<file path="config.mk">
export PLATFORM = sky130hd
export DESIGN_NAME = mdio_arbiter_flat
export DESIGN_NICKNAME = d
export VERILOG_FILES = /design/src/rtl/mdio_arbiter_pkg.sv /design/src/rtl/mdio_arbiter_if.sv /design/src/rtl/mdio_rr_picker.sv /design/src/rtl/mdio_arbiter.sv /design/src/flat_wrapper.sv
export SDC_FILE = /design/constraint.sdc
export NUM_CORES = 1
export LEC_CHECK = 0
export BUFFER_PORTS_ARGS = -buffer_cell sky130_fd_sc_hd__buf_2
export CAP_MARGIN = 30
export CORE_ASPECT_RATIO = 1.1
export CORE_UTILIZATION = 44
export CTS_CLUSTER_DIAMETER = 50
export CTS_CLUSTER_SIZE = 40
export DETAILED_ROUTE_END_ITERATION = 7
export PLACE_DENSITY = 0.79
export SLEW_MARGIN = 0
export SYNTH_ARGS = -nofsm -noshare
export SYNTH_HDL_FRONTEND = slang
export SYNTH_SLANG_ARGS = --single-unit
</file>
<file path="constraint.sdc">
create_clock -name CLK -period 3.15 [get_ports CLK]
set_input_delay 0.945 -clock CLK [delete_from_list [all_inputs] [get_ports CLK]]
set_output_delay 0.945 -clock CLK [all_outputs]
set_load 0.1 [all_outputs]
</file>
<file path="src/rtl/mdio_arbiter_pkg.sv">
// Shared definitions for the MDIO arbiter: Clause-22 frame fields and FSM encoding.
package mdio_pkg;

  localparam logic [1:0] ST_C22   = 2'b01;
  localparam logic [1:0] OP_WRITE = 2'b01;
  localparam logic [1:0] OP_READ  = 2'b10;

  localparam int F_ST_LSB   = 30;
  localparam int F_OP_LSB   = 28;
  localparam int F_PHY_LSB  = 23;
  localparam int F_REG_LSB  = 18;
  localparam int F_TA_LSB   = 16;
  localparam int F_DATA_LSB = 0;

  typedef enum logic [1:0] {
    S_IDLE  = 2'd0,
    S_START = 2'd1,
    S_WAIT  = 2'd2,
    S_GAP   = 2'd3
  } state_e;

  function automatic logic [1:0] frame_op(input logic [31:0] frame);
    return frame[F_OP_LSB +: 2];
  endfunction

endpackage

</file>
<file path="src/rtl/mdio_arbiter_if.sv">
// Requester and controller-side signals of the MDIO arbiter; slave = arbiter view.
interface mdio_arbiter_if #(
  parameter int N_REQ = 4
);
  logic [N_REQ-1:0]    REQ;
  logic [32*N_REQ-1:0] REQ_T_DATA;
  logic [N_REQ-1:0]    GNT;
  logic [N_REQ-1:0]    DONE;
  logic                ERR;
  logic [15:0]         RD_DATA;
  logic                CTL_START;
  logic [31:0]         CTL_T_DATA;
  logic                CTL_DONE;
  logic [15:0]         CTL_RD_DATA;

  modport slave (
    input  REQ, REQ_T_DATA, CTL_DONE, CTL_RD_DATA,
    output GNT, DONE, ERR, RD_DATA, CTL_START, CTL_T_DATA
  );

  modport master (
    output REQ, REQ_T_DATA, CTL_DONE, CTL_RD_DATA,
    input  GNT, DONE, ERR, RD_DATA, CTL_START, CTL_T_DATA
  );
endinterface

</file>
<file path="src/rtl/mdio_rr_picker.sv">
// Rotating-priority encoder: first set request at or above ptr_i, wrapping modulo N_REQ.
module mdio_rr_picker #(
  parameter int N_REQ = 4
) (
  input  logic [N_REQ-1:0]         req_i,
  input  logic [$clog2(N_REQ)-1:0] ptr_i,
  output logic [N_REQ-1:0]         gnt_o,
  output logic [$clog2(N_REQ)-1:0] idx_o
);
  localparam int PW = $clog2(N_REQ);

  always_comb begin
    logic        found;
    int unsigned cand;
    logic [PW-1:0] c;
    gnt_o = '0;
    idx_o = '0;
    found = 1'b0;
    cand  = 0;
    c     = '0;
    for (int unsigned k = 0; k < N_REQ; k++) begin
      cand = 32'(ptr_i) + k;
      if (cand >= 32'(N_REQ)) cand = cand - 32'(N_REQ);
      c = PW'(cand);
      if (!found && req_i[c]) begin
        found    = 1'b1;
        gnt_o[c] = 1'b1;
        idx_o    = c;
      end
    end
  end
endmodule

</file>
<file path="src/rtl/mdio_arbiter.sv">
// Shares one MDIO controller between N_REQ requesters with timeout and inter-frame gap.
// Define MDIO_ARB_FIXED_PRIO_EN for fixed lowest-index priority instead of round-robin.
module mdio_arbiter
  import mdio_pkg::*;
#(
  parameter int N_REQ      = 4,
  parameter int TIMEOUT    = 1024,
  parameter int IFG_CYCLES = 4
) (
  input  logic          CLK,
  input  logic          RESET,
  mdio_arbiter_if.slave bus
);
  localparam int PW   = $clog2(N_REQ);
  localparam int TMAX = (TIMEOUT > IFG_CYCLES) ? TIMEOUT : IFG_CYCLES;
  localparam int TW   = $clog2(TMAX + 1);
  localparam logic [TW-1:0] TMO_LAST = TW'(TIMEOUT - 1);
  localparam logic [TW-1:0] IFG_LAST = TW'((IFG_CYCLES > 0) ? IFG_CYCLES - 1 : 0);

  state_e            state_q, state_d;
  logic [N_REQ-1:0]  gnt_q, gnt_d;
  logic [N_REQ-1:0]  done_q, done_d;
  logic              err_q, err_d;
  logic [15:0]       rd_q, rd_d;
  logic [31:0]       frame_q, frame_d;
  logic [TW-1:0]     timer_q, timer_d;
  logic [PW-1:0]     ptr;
  logic [PW-1:0]     pick_idx;
  logic [N_REQ-1:0]  pick_gnt;
  logic              wait_exit;

  mdio_rr_picker #(.N_REQ(N_REQ)) u_picker (
    .req_i (bus.REQ),
    .ptr_i (ptr),
    .gnt_o (pick_gnt),
    .idx_o (pick_idx)
  );

`ifdef MDIO_ARB_FIXED_PRIO_EN
  assign ptr = '0;
`else
  logic [PW-1:0] rr_q;
  logic [PW-1:0] idx_q;

  always_ff @(posedge CLK) begin
    if (RESET) begin
      rr_q  <= '0;
      idx_q <= '0;
    end else begin
      if (state_q == S_IDLE && |bus.REQ) idx_q <= pick_idx;
      if (wait_exit) rr_q <= (idx_q == PW'(N_REQ - 1)) ? '0 : idx_q + PW'(1);
    end
  end

  assign ptr = rr_q;
`endif

  always_comb begin
    state_d   = state_q;
    gnt_d     = gnt_q;
    done_d    = '0;
    err_d     = 1'b0;
    rd_d      = rd_q;
    frame_d   = frame_q;
    timer_d   = timer_q;
    wait_exit = 1'b0;
    unique case (state_q)
      S_IDLE: begin
        if (|bus.REQ) begin
          gnt_d   = pick_gnt;
          frame_d = bus.REQ_T_DATA[{pick_idx, 5'd0} +: 32];
          state_d = S_START;
        end
      end
      S_START: begin
        timer_d = '0;
        state_d = S_WAIT;
      end
      S_WAIT: begin
        timer_d = timer_q + TW'(1);
        // Controller completion takes precedence over a coincident timeout.
        if (bus.CTL_DONE || timer_q == TMO_LAST) begin
          wait_exit = 1'b1;
          done_d    = gnt_q;
          err_d     = !bus.CTL_DONE;
          if (bus.CTL_DONE && frame_op(frame_q) == OP_READ) rd_d = bus.CTL_RD_DATA;
          gnt_d     = '0;
          timer_d   = '0;
          state_d   = (IFG_CYCLES == 0) ? S_IDLE : S_GAP;
        end
      end
      S_GAP: begin
        timer_d = timer_q + TW'(1);
        if (timer_q == IFG_LAST) begin
          timer_d = '0;
          state_d = S_IDLE;
        end
      end
      default: state_d = S_IDLE;
    endcase
  end

  always_ff @(posedge CLK) begin
    if (RESET) begin
      state_q <= S_IDLE;
      gnt_q   <= '0;
      done_q  <= '0;
      err_q   <= 1'b0;
      rd_q    <= '0;
      frame_q <= '0;
      timer_q <= '0;
    end else begin
      state_q <= state_d;
      gnt_q   <= gnt_d;
      done_q  <= done_d;
      err_q   <= err_d;
      rd_q    <= rd_d;
      frame_q <= frame_d;
      timer_q <= timer_d;
    end
  end

  assign bus.GNT        = gnt_q;
  assign bus.DONE       = done_q;
  assign bus.ERR        = err_q;
  assign bus.RD_DATA    = rd_q;
  assign bus.CTL_T_DATA = frame_q;
  assign bus.CTL_START  = (state_q == S_START);
endmodule

</file>
<file path="src/flat_wrapper.sv">
// flat-port wrapper written by rule: the top's interface ports become plain ports
module mdio_arbiter_flat import mdio_pkg::*;
#(
  parameter int N_REQ      = 4,
  parameter int TIMEOUT    = 1024,
  parameter int IFG_CYCLES = 4
)
  (CLK, RESET, bus_REQ, bus_REQ_T_DATA, bus_CTL_DONE, bus_CTL_RD_DATA, bus_GNT, bus_DONE, bus_ERR, bus_RD_DATA, bus_CTL_START, bus_CTL_T_DATA);
  mdio_arbiter_if #(.N_REQ(N_REQ)) bus_i ();
  input  logic CLK;
  input  logic RESET;
  input wire logic [$bits(bus_i.REQ)-1:0] bus_REQ;
  input wire logic [$bits(bus_i.REQ_T_DATA)-1:0] bus_REQ_T_DATA;
  input wire logic [$bits(bus_i.CTL_DONE)-1:0] bus_CTL_DONE;
  input wire logic [$bits(bus_i.CTL_RD_DATA)-1:0] bus_CTL_RD_DATA;
  output wire logic [$bits(bus_i.GNT)-1:0] bus_GNT;
  output wire logic [$bits(bus_i.DONE)-1:0] bus_DONE;
  output wire logic [$bits(bus_i.ERR)-1:0] bus_ERR;
  output wire logic [$bits(bus_i.RD_DATA)-1:0] bus_RD_DATA;
  output wire logic [$bits(bus_i.CTL_START)-1:0] bus_CTL_START;
  output wire logic [$bits(bus_i.CTL_T_DATA)-1:0] bus_CTL_T_DATA;
  assign bus_i.REQ = bus_REQ;
  assign bus_i.REQ_T_DATA = bus_REQ_T_DATA;
  assign bus_i.CTL_DONE = bus_CTL_DONE;
  assign bus_i.CTL_RD_DATA = bus_CTL_RD_DATA;
  assign bus_GNT = bus_i.GNT;
  assign bus_DONE = bus_i.DONE;
  assign bus_ERR = bus_i.ERR;
  assign bus_RD_DATA = bus_i.RD_DATA;
  assign bus_CTL_START = bus_i.CTL_START;
  assign bus_CTL_T_DATA = bus_i.CTL_T_DATA;
  mdio_arbiter #(.N_REQ(N_REQ), .TIMEOUT(TIMEOUT), .IFG_CYCLES(IFG_CYCLES)) u_core (.CLK(CLK), .RESET(RESET), .bus(bus_i));
endmodule
</file>
### Word-level counts from Yosys, hierarchy flattened

Cells that the tools add are included.

| operators by class | value |
|---|---|
| add/subtract/negate cells | 9 |
| magnitude comparators | 12 |
| eq/ne operators | 10 |
| shifts and indexed selects | 1 |
| mux-type cells | 44 |
| bitwise gates (word level) | 5 |
| reductions and logical operators | 23 |

Operators by type and width:

| cell | count |
|---|---|
| $shiftx A128 B8 Y32 | 1 |
| $pmux W11 S3 | 1 |
| $mux W2 | 12 |
| $mux W4 | 6 |
| $mux W11 | 2 |
| $mux W1 | 13 |
| $lt A2 B3 Y1 const B | 4 |
| $or A4 B4 Y4 | 3 |
| $add A11 B1 Y11 const B | 1 |
| $eq A11 B10 Y1 const B | 1 |
| $eq A11 B2 Y1 const B | 1 |
| $ge A3 B3 Y1 const B | 3 |
| $logic_and A1 B1 Y1 | 9 |
| $reduce_and A3 Y1 | 3 |
| $bmux W1 S2 | 4 |
| $demux W1 S2 | 4 |
| $eq A2 B2 Y1 const B | 4 |
| $ge A2 B1 Y1 const B | 4 |
| $pmux W2 S4 | 1 |
| $pmux W4 S2 | 1 |
| $sub A2 B1 Y2 const B | 4 |
| $add A2 B2 Y3 const B | 2 |
| $logic_not A1 Y1 | 4 |
| $ne A2 B1 Y1 const B | 2 |
| 13 further kinds | 14 |

| storage, ports and cells | value |
|---|---|
| register bits after elaboration | 74 |
| input port bits | 151 |
| output and inout port bits | 58 |
| logic and storage cells | 113 |

### Depth between registers and ports, before layout

Gate-level depths: netlist of run 1.

| logic depth | value |
|---|---|
| depth after elaboration | 16 |
| depth in mapped cells | 12 |

### Cells and area by module

From an unflattened synthesis of run 1, not the netlist that was laid out.

| unflattened totals | value |
|---|---|
| cells, all modules | 454 |
| area total of the unflattened synthesis | 4191.5 um^2 |

By module, submodules not included:

| module | instances | cells each | area each (um^2) | seq. area each (um^2) |
|---|---|---|---|---|
| mdio_arbiter | 1 | 389 | 3702.3 | 1481.4 |
| mdio_rr_picker | 1 | 65 | 489.2 | 0.0 |

### Worst setup path before layout of run 1

Ideal clock, no wire load.

| timing | value |
|---|---|
| path kind | input to register |
| start point | input bus_REQ[1] |
| end point | register u_core.frame_q[13], in the netlist u_core.bus.CTL_T_DATA[13] |
| arrival | 2891 ps |
| path slack | 190 ps |
| cell stages on the path | 9 |
| path through | buf_2 mux4_2 and4b_4 nor2b_4 or4_4 buf_6 buf_6 a31o_1 o21ai_1 |

| between the ends | value |
|---|---|
| longest elaborated chain between the ends | 13 |
| elaborated cells between the ends (all ways) | 24 |

Ends and longest elaborated chain:

| what | line | source |
|---|---|---|
| from (decl) | flat_wrapper.sv:12 | `input wire logic [$bits(bus_i.REQ)-1:0] bus_REQ;` |
| $bmux W1 S2 | mdio_rr_picker.sv:25 | `if (!found && req_i[c]) begin` |
| $mux W1 (not written as such) | mdio_rr_picker.sv:25 |  |
| $mux W1 | mdio_rr_picker.sv:25 |  |
| $logic_not A1 Y1 | mdio_rr_picker.sv:25 |  |
| $logic_and A1 B1 Y1 | mdio_rr_picker.sv:25 |  |
| $mux W1 | mdio_rr_picker.sv:25 |  |
| $logic_not A1 Y1 | mdio_rr_picker.sv:25 |  |
| $logic_and A1 B1 Y1 | mdio_rr_picker.sv:25 |  |
| $mux W1 | mdio_rr_picker.sv:25 |  |
| $logic_not A1 Y1 | mdio_rr_picker.sv:25 |  |
| $logic_and A1 B1 Y1 | mdio_rr_picker.sv:25 |  |
| $mux W2 | mdio_rr_picker.sv:25 |  |
| $shiftx A128 B8 Y32 | mdio_arbiter.sv:71 | `frame_d = bus.REQ_T_DATA[{pick_idx, 5'd0} +: 32];` |
| to (signal assigned) | mdio_arbiter.sv:118 | `frame_q <= frame_d;` |
| to (decl) | mdio_arbiter.sv:25 | `logic [31:0] frame_q, frame_d;` |

Parallel ways exist; a longest one is shown, timed or not. The select of a mux whose other input is x is not followed.
A chain may end at the register's enable or synchronous reset.

### Worst setup path in the final report of run 1

| timing | value |
|---|---|
| start point | register u_core.rr_q[0], in the netlist u_core.ptr[0] |
| end point | register u_core.frame_q[0], in the netlist u_core.bus.CTL_T_DATA[0] |

| between the ends | value |
|---|---|
| longest elaborated chain between the ends | 15 |
| elaborated cells between the ends (all ways) | 37 |

Ends and longest elaborated chain:

| what | line | source |
|---|---|---|
| from (decl) | mdio_arbiter.sv:42 | `logic [PW-1:0] rr_q;` |
| from (signal assigned) | mdio_arbiter.sv:51 | `if (wait_exit) rr_q <= (idx_q == PW'(N_REQ - 1)) ? '0 : idx_q + PW'(1);` |
| parallel branches: the longest is 13 deep, another holds $add A2 B1 Y3 | -- |  |
| $mux W2 * | mdio_rr_picker.sv:25 |  |
| $shiftx A128 B8 Y32 * | mdio_arbiter.sv:71 |  |

Mark *: on every way between the ends. The select of a mux whose other input is x is not followed.

==> flow_metrics.tcl, run 1 <==
set metrics [dict create \
    outcome "finished clean" \
    cts.repair.resized 0 \
    rr_worst_depth 6 \
    yosys_warnings 0 \
    viasPerCell 5.96 \
    mostFrequentLayoutCells "buf_2 (208), nand2_1 (164), dfxtp_1 (73), nor3_1 (43), a31oi_1 (35)" \
    clk_pin_slew_ns 0.06 \
    antenna_found_initial 0 \
    pin_count 209 \
    synth.distinct_cells 51 \
    port_buffers 208 \
    synth_compound_area_share_pct 31.0 \
    postCtsHoldBufs 0 \
    skew_ns 0.00854 \
    synth_top_cell_by_area "dfxtp_1" \
    p_int_mw 2.65 \
    synthMuxAreaShare_pct 6.62 \
    drt_iter0_drc 707 \
    synthCells 677 \
    die_area_um2 12000 \
    critPathRequiredTime_ns 3.42 \
    wl_per_cell_um 16.4 \
    initial_utilization_pct 45.9 \
    place_congestion 0.857 \
    cts_tree "done" \
    htreeDepth 3 \
    tightestPinTransition_ns 0.893 \
    pwr-share-clk_pct 18.3 \
    finalCriticalPeriod_ns 2.91 \
    clockRootBuffer "clkbuf_16" \
    hold_class "register to register" \
    switchingPower_mw 3.02 \
    setup_viol 0 \
    drv_slew 0 \
    synth_area_leaders "dfxtp_1 (29%), nand2_1 (12%), a222oi_1 (6.3%), a32o_1 (6.3%), mux2i_1 (5.3%)" \
    die_h_um 115 \
    fp.dieW_um 105 \
    place_hpwl_um 12100 \
    criticalPathCategory "register to register" \
    dp.cells 1004 \
    ys_ff_latch 74 \
    cts.path.max_buffers 2 \
    grt_max_degree 70 \
    whs_endpoint "u_core.bus.RD_DATA[0]$_SDFFE_PP0P_" \
    reg2reg_to "u_core.bus.CTL_T_DATA[0]$_SDFFE_PP0P_" \
    seq_power_share_pct 23.0 \
    grt_use_total_pct 27.9 \
    clkLatencyLatePin_ns 0.34 \
    synth_top_family_by_area "compound AO/OA/AOI/OAI gates" \
    synthToLayoutAreaGrowth_pct 31.3 \
    hp-start "u_core.bus.RD_DATA[0]$_SDFFE_PP0P_" \
    p_per_area_nw_per_um2 847 \
    grt-ovfl-total 0 \
    synth_edf_count 0 \
    clkSinkCount 74 \
    row_count 40 \
    p_leak_nw 2.81 \
    antenna_cells 0 \
    ir_drop_mv 0.597 \
    synthSimpleGateAreaFrac_pct 23.1 \
    avgSynthCellArea_um2 7.53 \
    synth_async_sr_flop_share_pct 0 \
    fin_tns_setup_ns 0 \
    reg2reg_from "u_core.ptr[0]$_SDFFE_PP0P_" \
    cts-buffers-inserted 9 \
    wl_um 16700 \
    synth_fa_ha_area_share_pct 3.43 \
    fin_nets 1033 \
    arrival_ns 3.18 \
    comb_power_share_pct 58.7 \
    cp-end-kind "register" \
    synth_top_area_share_pct 29.0 \
    finish.utilization_pct 60.3 \
    drtAntennaViolNets 0 \
    start_kind "register" \
    r2r_slack_ns 0.24 \
    path_max_fanout 67 \
    grt_setup_unrepaired "no" \
    seq_area_frac_synth_pct 29.0 \
    synth_xor_area_share_pct 0 \
    syn_area_um2 5100 \
    switching_share_pct 53.2 \
    layout-drive-gt1-share_pct 31.9 \
    drc_errors 0 \
    synth_fp_nets 842 \
    postCtsSetupBuffers 0 \
    grt_pass1_wl_um 27100 \
    slew_headroom_pct 40.0 \
    grt_pass1_vias 5699 \
    layoutNonFillerInstCount 1019 \
    fin_crit_sh_pct 92.5 \
    yosys_most_used_dff "dfxtp_1" \
    final_common_cell "buf_2" \
    maxCapViolCount 0 \
    hold_violations 0 \
    first_pass_iters 7 \
    coreArea_um2 11100 \
    dr_total_vias 6077 \
    whs_path_depth 2 \
    fmax_ghz 0.343 \
]
## worst max-delay path, cell delays in order (launching register included)
cell     delay [ns]
dfxtp_4        0.43
buf_4          0.57
mux4_2         0.43
o211a_1        0.30
o21ai_1        0.72
o22ai_1        0.20
o21ai_0        0.18
## metal layers
metal / track usage [%] / routed length, µm / vias up
met5: 0 / 0 / -
met4: 14.2 / 522 / 0
met3: 6.92 / 1460 / 45
met2: 47.7 / 8080 / 309
met1: 32.6 / 6600 / 2772
li1: - / - / 2951
## cell usage after synthesis, drive strengths merged, types with 2 or more instances
| cell type | number |
|---|---|
| o21ai | 45 |
| nor4 | 2 |
| mux2i | 27 |
| dfxtp | 74 |
| nor3 | 44 |
| nand2b | 3 |
| a221oi | 6 |
| nand3 | 3 |
| nor2 | 19 |
| nand3b | 4 |
| a32o | 32 |
| o41ai | 2 |
| buf | 15 |
| nor2b | 5 |
| or3 | 8 |
| and4b | 2 |
| or4 | 2 |
| a222oi | 32 |
| clkbuf | 48 |
| a22oi | 4 |
| ha | 14 |
| mux4 | 3 |
| a31o | 12 |
| inv | 14 |
| a21oi | 28 |
| a31oi | 35 |
| nand2 | 164 |
| o22ai | 16 |
| or2 | 2 |
## power by group through the flow
stage | registers, mW | clock network (mW) | logic [mW]
after floorplan | 2.50 | 0 | 1.37
after global placement | 1.32 | 0 | 3.28
after detailed placement | 1.32 | 0 | 3.31
after CTS | 1.30 | 1.06 | 3.32
after global routing | 1.33 | 1.10 | 3.54
final | 1.30 | 1.04 | 3.33
## registers in the layout, indices dropped and copies added, names as in the netlist
name / flops
u_core.bus.CTL_T_DATA: 32
u_core.bus.DONE: 4
u_core.bus.ERR: 1
u_core.bus.GNT: 4
u_core.bus.RD_DATA: 16
u_core.idx_q: 2
u_core.ptr: 2
u_core.state_q: 2
u_core.timer_q: 11
## area by class of cell
| class | instances | area (µm²) |
|---|---|---|
| fill | 1067 | 4420 |
| multi-input combinational | 526 | 3320 |
| sequential | 74 | 1490 |
| timing repair buffer | 243 | 1360 |
| clock buffer | 9 | 225 |
| tap | 147 | 184 |
| clock inverter | 6 | 66.3 |
| inverter | 14 | 52.6 |
## cells by family (layout without fill, tap and decap cells)
group                      Yosys count  after routing
DFF                                 74             74
AOI/OAI and AO/OA                  218            218
muxes                               30             30
buffers and inverters               77            272
and+or+nand+nor                    264            264
adders and majority gates           14             14
## how the worst max path moves through the flow
stage,to,from,cells after the start,slack [ns]
after CTS,u_core.bus.CTL_T_DATA[0]$_SDFFE_PP0P_,u_core.ptr[0]$_SDFFE_PP0P_,6,0.22
after floorplan,u_core.bus.CTL_T_DATA[13]$_SDFFE_PP0P_,bus_REQ[1],9,0.19
final,u_core.bus.CTL_T_DATA[0]$_SDFFE_PP0P_,u_core.ptr[0]$_SDFFE_PP0P_,6,0.24
after global routing,u_core.bus.CTL_T_DATA[8]$_SDFFE_PP0P_,u_core.ptr[0]$_SDFFE_PP0P_,6,0.02
after global placement,u_core.bus.CTL_T_DATA[26]$_SDFFE_PP0P_,bus_REQ[0],7,-0.07
after detailed placement,u_core.bus.CTL_T_DATA[23]$_SDFFE_PP0P_,bus_REQ[0],9,-0.07
## per-stage QoR
step	power, mW	worst slack, ns	hold WS, ns	cell area [µm²]
3_5_place_dp	4.63	-0.0705	0.445	6400
6_report	5.67	0.235	0.451	6700
5_1_grt	5.97	0.0169	0.462	6700
2_1_floorplan	3.87	0.190	0.457	5100
3_3_place_gp	4.59	-0.0714	0.440	6390
4_1_cts	5.68	0.220	0.452	6700
(Power assumes the default switching activity.)
==> run 2, diff against run 1 <==
--- a/config.mk
+++ b/config.mk
@@ -9,6 +9,7 @@
 export CAP_MARGIN = 30
 export CORE_ASPECT_RATIO = 1.1
 export CORE_UTILIZATION = 44
+export CTS_BUF_LIST = sky130_fd_sc_hd__clkbuf_2 sky130_fd_sc_hd__clkbuf_4 sky130_fd_sc_hd__clkbuf_8
 export CTS_CLUSTER_DIAMETER = 50
 export CTS_CLUSTER_SIZE = 40
 export DETAILED_ROUTE_END_ITERATION = 7
==> flow_metrics.tcl, run 2 (synthesis gave the netlist of run 1 again) <==
set metrics [dict create \
    grt_pass1_wl_um 27000 \
    cts.repair.resized 0 \
    dp.cells 1004 \
    drc_errors 18 \
    fp.dieW_um 105 \
    hold_class "register to register" \
    wl_um 16800 \
    criticalPathCategory "register to register" \
    cp-end-kind "register" \
    wl_per_cell_um 16.5 \
    ir_drop_mv 0.562 \
    grt_pass1_vias 5691 \
    tightestPinTransition_ns 0.955 \
    clkLatencyLatePin_ns 0.37 \
    clkSinkCount 74 \
    place_congestion 0.857 \
    grt_max_degree 70 \
    skew_ns 0.0155 \
    violations "design-rule violations" \
    hold_violations 0 \
    cts-buffers-inserted 9 \
    slew_headroom_pct 35.9 \
    initial_utilization_pct 45.9 \
    maxCapViolCount 0 \
    clockRootBuffer "clkbuf_8" \
    synthToLayoutAreaGrowth_pct 29.3 \
    pin_count 209 \
    finalCriticalPeriod_ns 2.98 \
    grt-ovfl-total 0 \
    cts_tree "done" \
    setup_viol 0 \
    critPathRequiredTime_ns 3.44 \
    drt_iter0_drc 646 \
    clk_pin_slew_ns 0.09 \
    layout-drive-gt1-share_pct 31.9 \
    outcome "complete, but fails checks" \
    drtAntennaViolNets 0 \
    viasPerCell 6.01 \
    fin_crit_sh_pct 94.5 \
    layoutNonFillerInstCount 1019 \
    first_pass_iters 8 \
    antenna_cells 0 \
    mostFrequentLayoutCells "buf_2 (208), nand2_1 (164), dfxtp_1 (73), nor3_1 (43), a31oi_1 (35)" \
    final_common_cell "buf_2" \
    path_max_fanout 67 \
    power_mw 5.40 \
    grt_setup_unrepaired "no" \
    arrival_ns 3.27 \
    fin_nets 1033 \
    coreArea_um2 11100 \
    place_hpwl_um 12100 \
    row_count 40 \
    cts.path.max_buffers 2 \
    htreeDepth 3 \
    die_h_um 115 \
    p_leak_nw 2.77 \
    die_area_um2 12000 \
    nFillCells 1082 \
    fmax_ghz 0.336 \
    port_buffers 208 \
    postCtsSetupBuffers 0 \
    drv_slew 0 \
    p_per_area_nw_per_um2 819 \
    dr_total_vias 6127 \
    postCtsHoldBufs 0 \
    largest_register_ffs 32 \
    antenna_found_initial 0 \
    grt_use_total_pct 27.6 \
    start_kind "register" \
]
run 2: cell types whose count changed in the layout (fill, tap and decap cells not counted):
cell       before  now
clkbuf_8        0    9
clkbuf_16       9    0
run 2: through the flow:
stage	instance area, µm²	hold WS [ns]	util, %	TNS, ns	setup slack, ns
after floorplan	5100	0.457	-	0	0.190
after global placement	6390	0.440	57.5	-0.771	-0.0714
after detailed placement	6400	0.445	57.6	-1.10	-0.0705
after CTS	6590	0.455	59.3	0	0.210
after global routing	6590	0.465	59.3	0	0.0219
final	6590	0.453	59.3	0	0.173
run 2: metal layers:
metal	routed length [µm]	vias up	global-route usage [%]
li1	-	2943	-
met1	6690	2820	32.3
met2	8110	322	48.2
met3	1540	42	7.14
met4	440	0	11.3
met5	0	-	0
run 2: layout make-up:
class                           count  area (µm²)  area share [%]
Clock buffer                        9         124            1.88
Multi-Input combinational cell    526        3320            50.4
Tap cell                          147         184            2.79
Clock inverter                      6        66.3            1.01
Inverter                           14        52.6           0.797
Sequential cell                    74        1490            22.5
Timing Repair Buffer              243        1360            20.6
run 2: worst paths after layout:
| kind | start | to | slack, ns | cells past startpoint |
|---|---|---|---|---|
| setup reg to reg | u_core.ptr[0]$_SDFFE_PP0P_ | u_core.bus.CTL_T_DATA[0]$_SDFFE_PP0P_ | 0.17 | 6 |
| hold reg to reg | u_core.bus.RD_DATA[0]$_SDFFE_PP0P_ | u_core.bus.RD_DATA[0]$_SDFFE_PP0P_ | 0.45 | 2 |
| hold / removal | u_core.bus.RD_DATA[0]$_SDFFE_PP0P_ | u_core.bus.RD_DATA[0]$_SDFFE_PP0P_ | 0.45 | 2 |
| setup / recovery | u_core.ptr[0]$_SDFFE_PP0P_ | u_core.bus.CTL_T_DATA[0]$_SDFFE_PP0P_ | 0.17 | 6 |
run 2: power by group:
group	total, mW	internal (mW)	switching (mW)
combinational	3.33	0.898	2.43
sequential	1.30	1.14	0.163
clock	0.765	0.365	0.400
run 2: worst max-delay path: stages, from the launching register on:
cell	delay, ns
dfxtp_4	0.44
buf_4	0.59
mux4_2	0.43
o211a_1	0.30
o21ai_1	0.76
o22ai_1	0.19
o21ai_0	0.18
